**src/rtl/mlp_activation_packer_if.sv**
```systemverilog
// Bundle of signals between the age-read stage, the packer and the MLP engine.
// The master side drives the upstream beats and act_ready; the slave side is the packer.
interface mlp_activation_packer_if #(
  parameter int TIMESTAMP_BITS = 16,
  parameter int POLARITY_BITS  = 2,
  parameter int NUM_PAIRS      = 25,
  parameter int ACT_BITS       = 8
);
  logic [TIMESTAMP_BITS-1:0]       MLPout1;
  logic [POLARITY_BITS-1:0]        MLPout2;
  logic [TIMESTAMP_BITS-1:0]       MLPout3;
  logic [POLARITY_BITS-1:0]        MLPout4;
  logic                            MLPvld;
  logic                            done;
  logic                            busy;
  logic [2*NUM_PAIRS*ACT_BITS-1:0] act_vec;
  logic                            act_valid;
  logic                            act_ready;
  logic                            err_short;
  logic                            err_ovf;

  modport master (
    output MLPout1, MLPout2, MLPout3, MLPout4, MLPvld, done, act_ready,
    input  busy, act_vec, act_valid, err_short, err_ovf
  );

  modport slave (
    input  MLPout1, MLPout2, MLPout3, MLPout4, MLPvld, done, act_ready,
    output busy, act_vec, act_valid, err_short, err_ovf
  );
endinterface

```
**src/rtl/mlp_activation_packer.sv**
```systemverilog
// Quantises age/polarity pairs into signed recency activations and packs one
// event frame per bank of a two-bank ping-pong buffer; full banks are handed
// to the MLP engine over valid/ready.
//
// bank state | meaning
// -----------+-----------------------------------------------
// S_EMPTY    | free, may start collecting a frame
// S_FILL     | at least one pair written, frame in progress
// S_FULL     | frame complete, waiting for act_ready
module mlp_activation_packer #(
  parameter int TIMESTAMP_BITS = 16,
  parameter int POLARITY_BITS  = 2,
  parameter int NUM_PAIRS      = 25,
  parameter int ACT_BITS       = 8,
  parameter int AGE_SHIFT      = 6
) (
  input logic clk,
  input logic rst,
  mlp_activation_packer_if.slave bus
);

  localparam int NUM_ELEMS = 2 * NUM_PAIRS;
  localparam int KW        = $clog2(NUM_PAIRS + 1);
  localparam int EW        = $clog2(NUM_ELEMS);

  localparam logic [1:0] S_EMPTY = 2'd0;
  localparam logic [1:0] S_FILL  = 2'd1;
  localparam logic [1:0] S_FULL  = 2'd2;

  localparam logic [ACT_BITS-1:0] MAG_MAX = {1'b0, {(ACT_BITS-1){1'b1}}};
  localparam logic [KW-1:0]       K_MAX   = KW'(NUM_PAIRS);

  logic [1:0]          r_state [2];
  logic                r_wptr;
  logic                r_rptr;
  logic [KW-1:0]       r_k;
  logic                r_busy;
  logic                r_act_valid;
  logic                r_err_short;
  logic                r_err_ovf;
  logic [ACT_BITS-1:0] r_mem [2][NUM_ELEMS];

  logic [1:0]          w_st_nx [2];
  logic                w_wptr_nx;
  logic                w_rptr_nx;
  logic [KW-1:0]       w_k_inc;
  logic [KW-1:0]       w_k_nx;
  logic [1:0]          w_wst;
  logic                w_beat;
  logic                w_drop;
  logic                w_close;
  logic                w_full_close;
  logic                w_short;
  logic                w_hs;
  logic [EW-1:0]       w_e0;
  logic [EW-1:0]       w_e1;
  logic [ACT_BITS-1:0] w_act0;
  logic [ACT_BITS-1:0] w_act1;
  logic [NUM_ELEMS*ACT_BITS-1:0] w_vec;

  // Saturation compares the full shifted age so large ages never wrap back to high recency.
  function automatic logic [ACT_BITS-1:0] quant(
    input logic [TIMESTAMP_BITS-1:0] age,
    input logic [POLARITY_BITS-1:0]  pol
  );
    logic [TIMESTAMP_BITS-1:0] sh;
    logic [ACT_BITS-1:0]       mag;
    logic [ACT_BITS-1:0]       rec;
    sh = age >> AGE_SHIFT;
    if (sh > TIMESTAMP_BITS'(MAG_MAX)) mag = MAG_MAX;
    else                               mag = sh[ACT_BITS-1:0];
    rec = MAG_MAX - mag;
    if (pol == POLARITY_BITS'(1))      quant = rec;
    else if (pol == POLARITY_BITS'(2)) quant = -rec;
    else                               quant = '0;
  endfunction

  // Quantise both elements of the incoming pair and locate their slots.
  always_comb begin
    w_act0 = quant(bus.MLPout1, bus.MLPout2);
    w_act1 = quant(bus.MLPout3, bus.MLPout4);
    w_e0   = EW'({r_k, 1'b0});
    w_e1   = w_e0 | EW'(1);
  end

  // Bank bookkeeping: the beat is counted before done is judged, so a closing
  // done can share its cycle with the last beat. Close and handshake always hit
  // different banks (close needs a non-full bank, handshake a full one).
  always_comb begin
    w_wst        = r_state[r_wptr];
    w_beat       = bus.MLPvld && (w_wst != S_FULL) && (r_k < K_MAX);
    w_drop       = bus.MLPvld && (w_wst == S_FULL);
    w_k_inc      = r_k + KW'(w_beat);
    w_close      = bus.done && (w_wst != S_FULL);
    w_full_close = w_close && (w_k_inc == K_MAX);
    w_short      = w_close && !w_full_close;
    w_hs         = r_act_valid && bus.act_ready;

    w_st_nx[0] = r_state[0];
    w_st_nx[1] = r_state[1];
    w_wptr_nx  = r_wptr;
    w_rptr_nx  = r_rptr;
    w_k_nx     = w_k_inc;

    if (w_beat && (w_wst == S_EMPTY)) w_st_nx[r_wptr] = S_FILL;
    if (w_full_close) begin
      w_st_nx[r_wptr] = S_FULL;
      w_wptr_nx       = ~r_wptr;
      w_k_nx          = '0;
    end else if (w_short) begin
      w_st_nx[r_wptr] = S_EMPTY;
      w_k_nx          = '0;
    end
    if (w_hs) begin
      w_st_nx[r_rptr] = S_EMPTY;
      w_rptr_nx       = ~r_rptr;
    end
  end

  // Control state and registered status outputs.
  always_ff @(posedge clk) begin
    if (rst) begin
      r_state[0]  <= S_EMPTY;
      r_state[1]  <= S_EMPTY;
      r_wptr      <= 1'b0;
      r_rptr      <= 1'b0;
      r_k         <= '0;
      r_busy      <= 1'b0;
      r_act_valid <= 1'b0;
      r_err_short <= 1'b0;
      r_err_ovf   <= 1'b0;
    end else begin
      r_state[0]  <= w_st_nx[0];
      r_state[1]  <= w_st_nx[1];
      r_wptr      <= w_wptr_nx;
      r_rptr      <= w_rptr_nx;
      r_k         <= w_k_nx;
      r_busy      <= (w_st_nx[w_wptr_nx] == S_FULL);
      r_act_valid <= (w_st_nx[w_rptr_nx] == S_FULL);
      r_err_short <= w_short;
      r_err_ovf   <= r_err_ovf | w_drop;
    end
  end

  // Frame storage; stale contents are harmless because act_vec is gated by act_valid.
  always_ff @(posedge clk) begin
    if (!rst && w_beat) begin
      r_mem[r_wptr][w_e0] <= w_act0;
      r_mem[r_wptr][w_e1] <= w_act1;
    end
  end

  genvar gi;
  generate
    for (gi = 0; gi < NUM_ELEMS; gi++) begin : g_vec
      assign w_vec[gi*ACT_BITS +: ACT_BITS] = r_act_valid ? r_mem[r_rptr][gi] : '0;
    end
  endgenerate

  assign bus.act_vec   = w_vec;
  assign bus.act_valid = r_act_valid;
  assign bus.busy      = r_busy;
  assign bus.err_short = r_err_short;
  assign bus.err_ovf   = r_err_ovf;

endmodule

```
**src/flat_wrapper.sv**
```systemverilog
// flat-port wrapper written by rule: the top's interface ports become plain ports
module mlp_activation_packer_flat 
#(
  parameter int TIMESTAMP_BITS = 16,
  parameter int POLARITY_BITS  = 2,
  parameter int NUM_PAIRS      = 25,
  parameter int ACT_BITS       = 8,
  parameter int AGE_SHIFT      = 6
)
  (clk, rst, bus_MLPout1, bus_MLPout2, bus_MLPout3, bus_MLPout4, bus_MLPvld, bus_done, bus_act_ready, bus_busy, bus_act_vec, bus_act_valid, bus_err_short, bus_err_ovf);
  mlp_activation_packer_if #(.TIMESTAMP_BITS(TIMESTAMP_BITS), .POLARITY_BITS(POLARITY_BITS), .NUM_PAIRS(NUM_PAIRS), .ACT_BITS(ACT_BITS)) bus_i ();
  input logic clk;
  input logic rst;
  input wire logic [$bits(bus_i.MLPout1)-1:0] bus_MLPout1;
  input wire logic [$bits(bus_i.MLPout2)-1:0] bus_MLPout2;
  input wire logic [$bits(bus_i.MLPout3)-1:0] bus_MLPout3;
  input wire logic [$bits(bus_i.MLPout4)-1:0] bus_MLPout4;
  input wire logic [$bits(bus_i.MLPvld)-1:0] bus_MLPvld;
  input wire logic [$bits(bus_i.done)-1:0] bus_done;
  input wire logic [$bits(bus_i.act_ready)-1:0] bus_act_ready;
  output wire logic [$bits(bus_i.busy)-1:0] bus_busy;
  output wire logic [$bits(bus_i.act_vec)-1:0] bus_act_vec;
  output wire logic [$bits(bus_i.act_valid)-1:0] bus_act_valid;
  output wire logic [$bits(bus_i.err_short)-1:0] bus_err_short;
  output wire logic [$bits(bus_i.err_ovf)-1:0] bus_err_ovf;
  assign bus_i.MLPout1 = bus_MLPout1;
  assign bus_i.MLPout2 = bus_MLPout2;
  assign bus_i.MLPout3 = bus_MLPout3;
  assign bus_i.MLPout4 = bus_MLPout4;
  assign bus_i.MLPvld = bus_MLPvld;
  assign bus_i.done = bus_done;
  assign bus_i.act_ready = bus_act_ready;
  assign bus_busy = bus_i.busy;
  assign bus_act_vec = bus_i.act_vec;
  assign bus_act_valid = bus_i.act_valid;
  assign bus_err_short = bus_i.err_short;
  assign bus_err_ovf = bus_i.err_ovf;
  mlp_activation_packer #(.TIMESTAMP_BITS(TIMESTAMP_BITS), .POLARITY_BITS(POLARITY_BITS), .NUM_PAIRS(NUM_PAIRS), .ACT_BITS(ACT_BITS), .AGE_SHIFT(AGE_SHIFT)) u_core (.clk(clk), .rst(rst), .bus(bus_i));
endmodule
```
**config.mk**
```make
export PLATFORM = sky130hd
export DESIGN_NAME = mlp_activation_packer_flat
export DESIGN_NICKNAME = d
export VERILOG_FILES = /design/src/rtl/mlp_activation_packer_if.sv /design/src/rtl/mlp_activation_packer.sv /design/src/flat_wrapper.sv
export SDC_FILE = /design/constraint.sdc
export NUM_CORES = 1
export LEC_CHECK = 0
export CAP_MARGIN = 20
export CORE_MARGIN = 2
export CORE_UTILIZATION = 50
export CTS_CLUSTER_DIAMETER = 150
export DETAILED_ROUTE_END_ITERATION = 8
export PLACE_DENSITY = 0.72
export RECOVER_POWER = 50
export SLEW_MARGIN = 10
export SYNTH_ARGS = -nofsm -noshare
export SYNTH_HDL_FRONTEND = slang
export SYNTH_SLANG_ARGS = --single-unit
```
**constraint.sdc**
```tcl
create_clock -name clk -period 8.5 [get_ports clk]
set_input_delay 0.85 -clock clk [delete_from_list [all_inputs] [get_ports clk]]
set_output_delay 0.85 -clock clk [all_outputs]
set_load 0.02 [all_outputs]
```
==> results of run 1 <==
==> registers in the layout (all words and copies together), names as in the netlist <==
register              cells
u_core.bus.act_valid      1
u_core.bus.busy           1
u_core.bus.err_ovf        1
u_core.bus.err_short      1
u_core.r_k                5
u_core.r_mem            800
u_core.r_rptr             1
u_core.r_state            4
u_core.r_wptr             1
==> final timing paths <==
path / start / to / slack [ns] / cells past startpoint
setup reg to reg: u_core.r_wptr$_SDFF_PP0_ / u_core.bus.busy$_SDFF_PP0_ / 3.20 / 11
hold reg to reg: u_core.bus.err_ovf$_SDFF_PP0_ / u_core.bus.err_ovf$_SDFF_PP0_ / 0.50 / 2
hold / removal: u_core.bus.err_ovf$_SDFF_PP0_ / u_core.bus.err_ovf$_SDFF_PP0_ / 0.50 / 2
setup / recovery: bus_MLPout1[14] / u_core.r_mem[1][201]$_DFFE_PP_ / 2.07 / 8
==> cell usage in the layout (no fill, tap or decap), drive strengths merged, types with 31 or more instances in the layout <==
cell / Yosys / layout
mux2i: 544 / 544
nor2: 86 / 86
nand2: 38 / 38
a21oi: 31 / 31
edfxtp: 800 / 800
clkbuf: 90 / 151
nand3: 50 / 50
o21ai: 41 / 41
clkinv: 2 / 32
clkdlybuf4s50: 0 / 426
nor2b: 405 / 405
nor3: 31 / 31
==> cells in the mapped netlist (3+ instances only) <==
| cell type | count | share of area (%) |
|---|---|---|
| nand3_1 | 49 | 0.70 |
| ha_1 | 4 | 0.14 |
| o21ai_0 | 40 | 0.57 |
| clkbuf_1 | 90 | 0.96 |
| and2_1 | 3 | 0.053 |
| edfxtp_1 | 800 | 68 |
| buf_4 | 4 | 0.085 |
| a21oi_1 | 31 | 0.44 |
| nor3_1 | 11 | 0.16 |
| o211ai_1 | 3 | 0.064 |
| nor2b_1 | 405 | 7.2 |
| nor4_1 | 7 | 0.12 |
| or3b_1 | 3 | 0.075 |
| a21o_1 | 3 | 0.064 |
| dfxtp_1 | 15 | 0.85 |
| a31oi_1 | 3 | 0.053 |
| mux2i_1 | 544 | 15 |
| and3b_1 | 4 | 0.10 |
| nor3b_1 | 5 | 0.11 |
| nand2_1 | 38 | 0.41 |
| a22oi_1 | 3 | 0.064 |
| nand2b_1 | 8 | 0.14 |
| nor2_1 | 83 | 0.89 |
| nand3b_1 | 4 | 0.085 |
| buf_1 | 17 | 0.18 |
| xor2_1 | 3 | 0.075 |
| inv_1 | 15 | 0.16 |
| or3_1 | 4 | 0.071 |
| buf_2 | 41 | 0.58 |
| o21bai_1 | 4 | 0.085 |
| nor3_4 | 18 | 0.83 |
==> worst reg2reg max path, cell delays in order, from the launching register on <==
cell       delay, ns
dfxtp_1         0.56
clkbuf_1        1.45
nand3b_1        0.39
o2111ai_1       0.24
clkinv_1        0.53
ha_1            0.47
ha_1            0.27
a21boi_0        0.24
o221ai_1        0.23
a2111o_1        0.51
a21o_1          0.20
mux2i_1         0.14
==> logic make-up after synthesis <==
group | after synthesis | synth area share [%]
DFF | 815 | 69.2
and+or+nand+nor | 654 | 11.2
muxes | 544 | 15.5
buffers and inverters | 169 | 1.99
AOI/OAI and AO/OA | 108 | 1.88
xor gates and xnor gates | 5 | 0.125
adders and majority gates | 4 | 0.142
==> cell type report <==
class,instances,area [µm²]
Fill cell,5144,26800
Sequential cell,815,24300
Clock buffer,102,2190
Clock inverter,43,439
Timing Repair Buffer,506,4780
Tap cell,940,1180
Antenna cell,5,12.5
Inverter,17,63.8
Multi-Input combinational cell,1315,10000
==> routing by layer <==
layer  vias up  global-route usage, %
met5         -                      0
met4         4                   7.39
met3       137                   5.45
met2       826                   41.3
met1     10300                   32.3
li1       9359                      -
==> power breakdown <==
group	switching, mW	total, mW	internal (mW)	leakage, nW
Clock	1.46	3.55	2.10	1.28
Combinational	0.111	0.150	0.0392	4.50
Sequential	0.00251	4.39	4.38	6.83
Total	1.57	8.09	6.52	12.6
==> metrics by stage <==
stage               power [mW]  hold WS, ns  area, µm²  cells  setup slack (ns)
CTS                       8.14        0.498      43400   3734              3.81
global route              8.29        0.556      43000   3740              2.12
finish                    8.09        0.502      43000   3743              2.07
detailed placement        4.63        0.474      40800   3589              3.79
floorplan                 4.55        0.479      35200   2299              4.95
global placement          4.62        0.458      40800   3589              3.93
==> results.yml, run 1 <==
timing:
  finalSetupViolCount: 0
  fin_skew_ns: 0.0116
  rsz0062_at_grt: "false"
  period_share_pct: 75.6
  min_period_ns: 6.43
  tightest_slew_ns: 3.54
  max_freq_mhz: 156
  max_slew_margin_pct: -137
  hold_violations: 0
  finalSetupTns_ns: 0
  finalMaxSlewViolations: 277
final_layout:
  drive_gt1_share_pct: 5.68
  utilization_pct: 61.6
  final_nets: 2781
  area_growth_syn_to_layout_pct: 22.3
synthesis:
  synthesis.nets: 2344
  syn_area_um2: 35200
  synth_edf_count: 800
  syn_inst: 2299
  async_flop_share_pct: 0
  ys_warn_count: 0
  ys.flop_type: "edfxtp_1"
  ys_seq_area_share_pct: 69.2
  synth_cell_types: 61
  synth_area_per_cell_um2: 15.3
  ys_seq_elements: 815
grt:
  grt_start_max_net_pins: 148
  grt_remaining_overflow: 0
  antenna_found_initial: 7
  grt_first_pass_wirelength_um: 134000
  grt_pass1_vias: 21100
  gr-usage-all-layers_pct: 24.7
route:
  drt-total-wl_um: 91000
  ant_nets: 0
  met2_length_um: 44900
  drt_iter0_drc: 1758
  top_layer: "met5"
  drt-wirelength-per-cell_um: 24.3
  routed_via_density: 5.51
  vias: 20600
  wl_met1_um: 36800
  drc: 0
  dr_wl_met3_um: 7190
  firstDrtPassIters: 6
cts:
  cts_root_buf: "clkbuf_16"
  clockBufferDepth: 3
  insertion_delay_ns: 0.62
  cts_buffers: 81
  cts_setup_buffers: 0
  cts_tree: "yes"
  postCtsResizedCells: 0
  clock-sinks: 815
  hold_buffers: 0
  path_clk_slew_ns: 0.06
  cts-htree-levels: 3
critical_path:
  crit_chain: "dlygate4sd3_1 > nor3_1 > nand2b_1 > ha_1 > a22oi_1 > clkbuf_1 > inv_1 > buf_4"
  critical_path.max_fanout: 28
  cp_slowest_cell: "clkbuf_1"
  critPathRequiredTime_ns: 8.80
  critical_path_class: "input pin to flip-flop"
  worstSetupStartpointType: "input pin"
  crit_arrival_ns: 6.72
  critPathCaptureType: "flip-flop"
  worstPathBufferInverterCount: 4
  slowest_delay_ns: 1.63
  crit_family: "buffers and inverters"
power_and_ir_drop:
  max-vdd-ir-drop_mv: 0.148
  p_leak_nw: 12.6
  power.density_nw_per_um2: 188
floorplanning:
  core_area_um2: 69800
  die_area_um2: 72500
  initial_core_util_pct: 50.4
  ios: 445
  die_h_um: 269
  die_x_um: 269
  rows: 97
place:
  io_buffers: 432
  place.gp.congestion: 0.840
  dpl.hpwl_um: 55900
outcome:
  violations: "max-capacitance violations, max-slew violations"
  outcome: "complete, but fails checks"
flow_run:
  drv_cap: 14
worst_hold_path:
  hold_path.class: "flip-flop to flip-flop"
(Power assumes the default switching activity.)
==> run 2: changes to the inputs <==
==> constraint.sdc (replaced) <==
create_clock -name clk -period 6.5 [get_ports clk]
set_input_delay 0.65 -clock clk [delete_from_list [all_inputs] [get_ports clk]]
set_output_delay 0.65 -clock clk [all_outputs]
set_load 0.02 [all_outputs]
==> run 2 against run 1 <==
The flow still finishes with violations (max-capacitance violations, max-slew violations); clock skew grew 0.0072 ns; clock-buffer cell count decreased by 3; sequential power up 31%; die area did not move; non-clock buffer count is the same; critical path type is now flip-flop to output port; largest power group unchanged; highest routed layer unchanged.
==> results.yml, run 2 (synthesized netlist as in run 1, its figures left out) <==
grt:
  grt_remaining_overflow: 0
  grt_first_pass_wirelength_um: 134000
  antenna_found_initial: 6
  gr-usage-all-layers_pct: 24.8
  grt_start_max_net_pins: 170
  grt_pass1_vias: 21300
cts:
  clock-sinks: 815
  cts_tree: "yes"
  cts_setup_buffers: 0
  path_clk_slew_ns: 0.06
  postCtsResizedCells: 0
  hold_buffers: 0
  cts_buffers: 81
  clockBufferDepth: 3
  insertion_delay_ns: 0.62
  cts-htree-levels: 3
  cts_root_buf: "clkbuf_16"
final_layout:
  largest_registers: "u_core.r_mem x800, u_core.r_k x5, u_core.r_state x4"
  multi_input_area_um2: 10100
  layout_common_cells: "edfxtp_1 (800), mux2i_1 (544), clkdlybuf4s50_1 (423), nor2b_1 (405), nor2_1 (84)"
  area_growth_syn_to_layout_pct: 22.2
  final_nets: 2781
  seqCellArea_um2: 24300
  drive_gt1_share_pct: 6.04
  largest_register_ffs: 800
  fillers: 5132
  final_common_cell: "edfxtp_1"
  regMostFlops: "u_core.r_mem"
critical_path:
  r2r.worst_path.cells: 5
  crit_family: "buffers and inverters"
  critical_path_class: "flip-flop to output port"
  worstSetupStartpointType: "flip-flop"
  worstPathBufferInverterCount: 2
  cp_slowest_cell: "clkbuf_2"
  crit_arrival_ns: 4.39
  critPathRequiredTime_ns: 5.85
  crit_chain: "clkbuf_2 > nor2b_1 > clkdlybuf4s50_1"
  critical_path_depth: 3
  slowest_delay_ns: 1.94
  critPathCaptureType: "output port"
  critical_path.max_fanout: 169
floorplanning:
  initial_core_util_pct: 50.4
  ios: 445
  core_area_um2: 69800
  die_h_um: 269
  die_x_um: 269
  rows: 97
  die_area_um2: 72500
timing:
  period_share_pct: 77.6
  finalSetupTns_ns: 0
  max_slew_margin_pct: -78.8
  fin_skew_ns: 0.0188
  finalSetupViolCount: 0
  tightest_slew_ns: 2.68
  hold_violations: 0
  timing.hold.ws_ns: 0.490
  max_freq_mhz: 198
  min_period_ns: 5.04
  finalMaxSlewViolations: 331
  rsz0062_at_grt: "false"
route:
  drc: 0
  ant_nets: 0
  drt-wirelength-per-cell_um: 24.5
  drt_iter0_drc: 1727
  firstDrtPassIters: 5
  drt-total-wl_um: 91600
  routed_via_density: 5.54
  vias: 20700
flow_run:
  drv_cap: 11
power_and_ir_drop:
  p_leak_nw: 12.6
  max-vdd-ir-drop_mv: 0.184
  power.density_nw_per_um2: 243
place:
  dpl.hpwl_um: 57200
  io_buffers: 432
  place.gp.congestion: 0.840
outcome:
  violations: "max-capacitance violations, max-slew violations"
  outcome: "complete, but fails checks"
worst_hold_path:
  whs_path_depth: 2
  hold_path.class: "flip-flop to flip-flop"
[run 2: path summary, 6_finish.rpt]
path                                                        to  slack, ns                            start
worst max-delay path                          bus_act_vec[111]       1.46  u_core.bus.act_valid$_SDFF_PP0_
worst min-delay path             u_core.bus.err_ovf$_SDFF_PP0_       0.49    u_core.bus.err_ovf$_SDFF_PP0_
worst max register to register  u_core.r_mem[1][204]$_DFFE_PP_       1.86         u_core.r_wptr$_SDFF_PP0_
worst min register to register   u_core.bus.err_ovf$_SDFF_PP0_       0.49    u_core.bus.err_ovf$_SDFF_PP0_
[run 2: cell type report]
cell class | count | share of cell area [%]
Tap cell | 940 | 2.74
Timing Repair Buffer | 506 | 11.2
Antenna cell | 2 | 0.0116
Inverter | 17 | 0.154
Multi-Input combinational cell | 1315 | 23.4
Clock inverter | 44 | 0.882
Sequential cell | 815 | 56.6
Clock buffer | 99 | 5.04
[run 2: per-layer routing]
layer  vias to the layer above  GRT usage (%)  routed length (µm)
met5                         -              0                  23
met3                       157           4.66                6270
met4                         4           8.73                2770
met1                     10400           32.9               37700
met2                       790           41.0               44800
li1                       9380              -                   -
[run 2: tightest hold or removal path, stage by stage (launching register included)]
cell	delay (ns)
dfxtp_1	0.34
a21oi_1	0.04
nor2_1	0.07
[run 2: per-stage QoR]
step / instance area (µm²) / util [%] / instances / worst slack (ns) / power, mW
after floorplan: 35200 / - / 2299 / 3.09 / 5.95
after global placement: 40800 / 58.5 / 3589 / 2.03 / 6.04
after detailed placement: 40900 / 58.6 / 3591 / 1.86 / 6.05
after CTS: 43400 / 62.2 / 3734 / 2.37 / 10.5
after global routing: 43000 / 61.6 / 3737 / 1.15 / 10.7
final: 43000 / 61.6 / 3738 / 1.46 / 10.4
[run 2: report_power, final]
| group | internal (mW) | leakage (nW) | total (mW) | switching (mW) |
|---|---|---|---|---|
| clock | 2.60 | 1.25 | 4.50 | 1.89 |
| sequential | 5.73 | 6.83 | 5.74 | 0.00354 |
| combinational | 0.0521 | 4.52 | 0.200 | 0.148 |
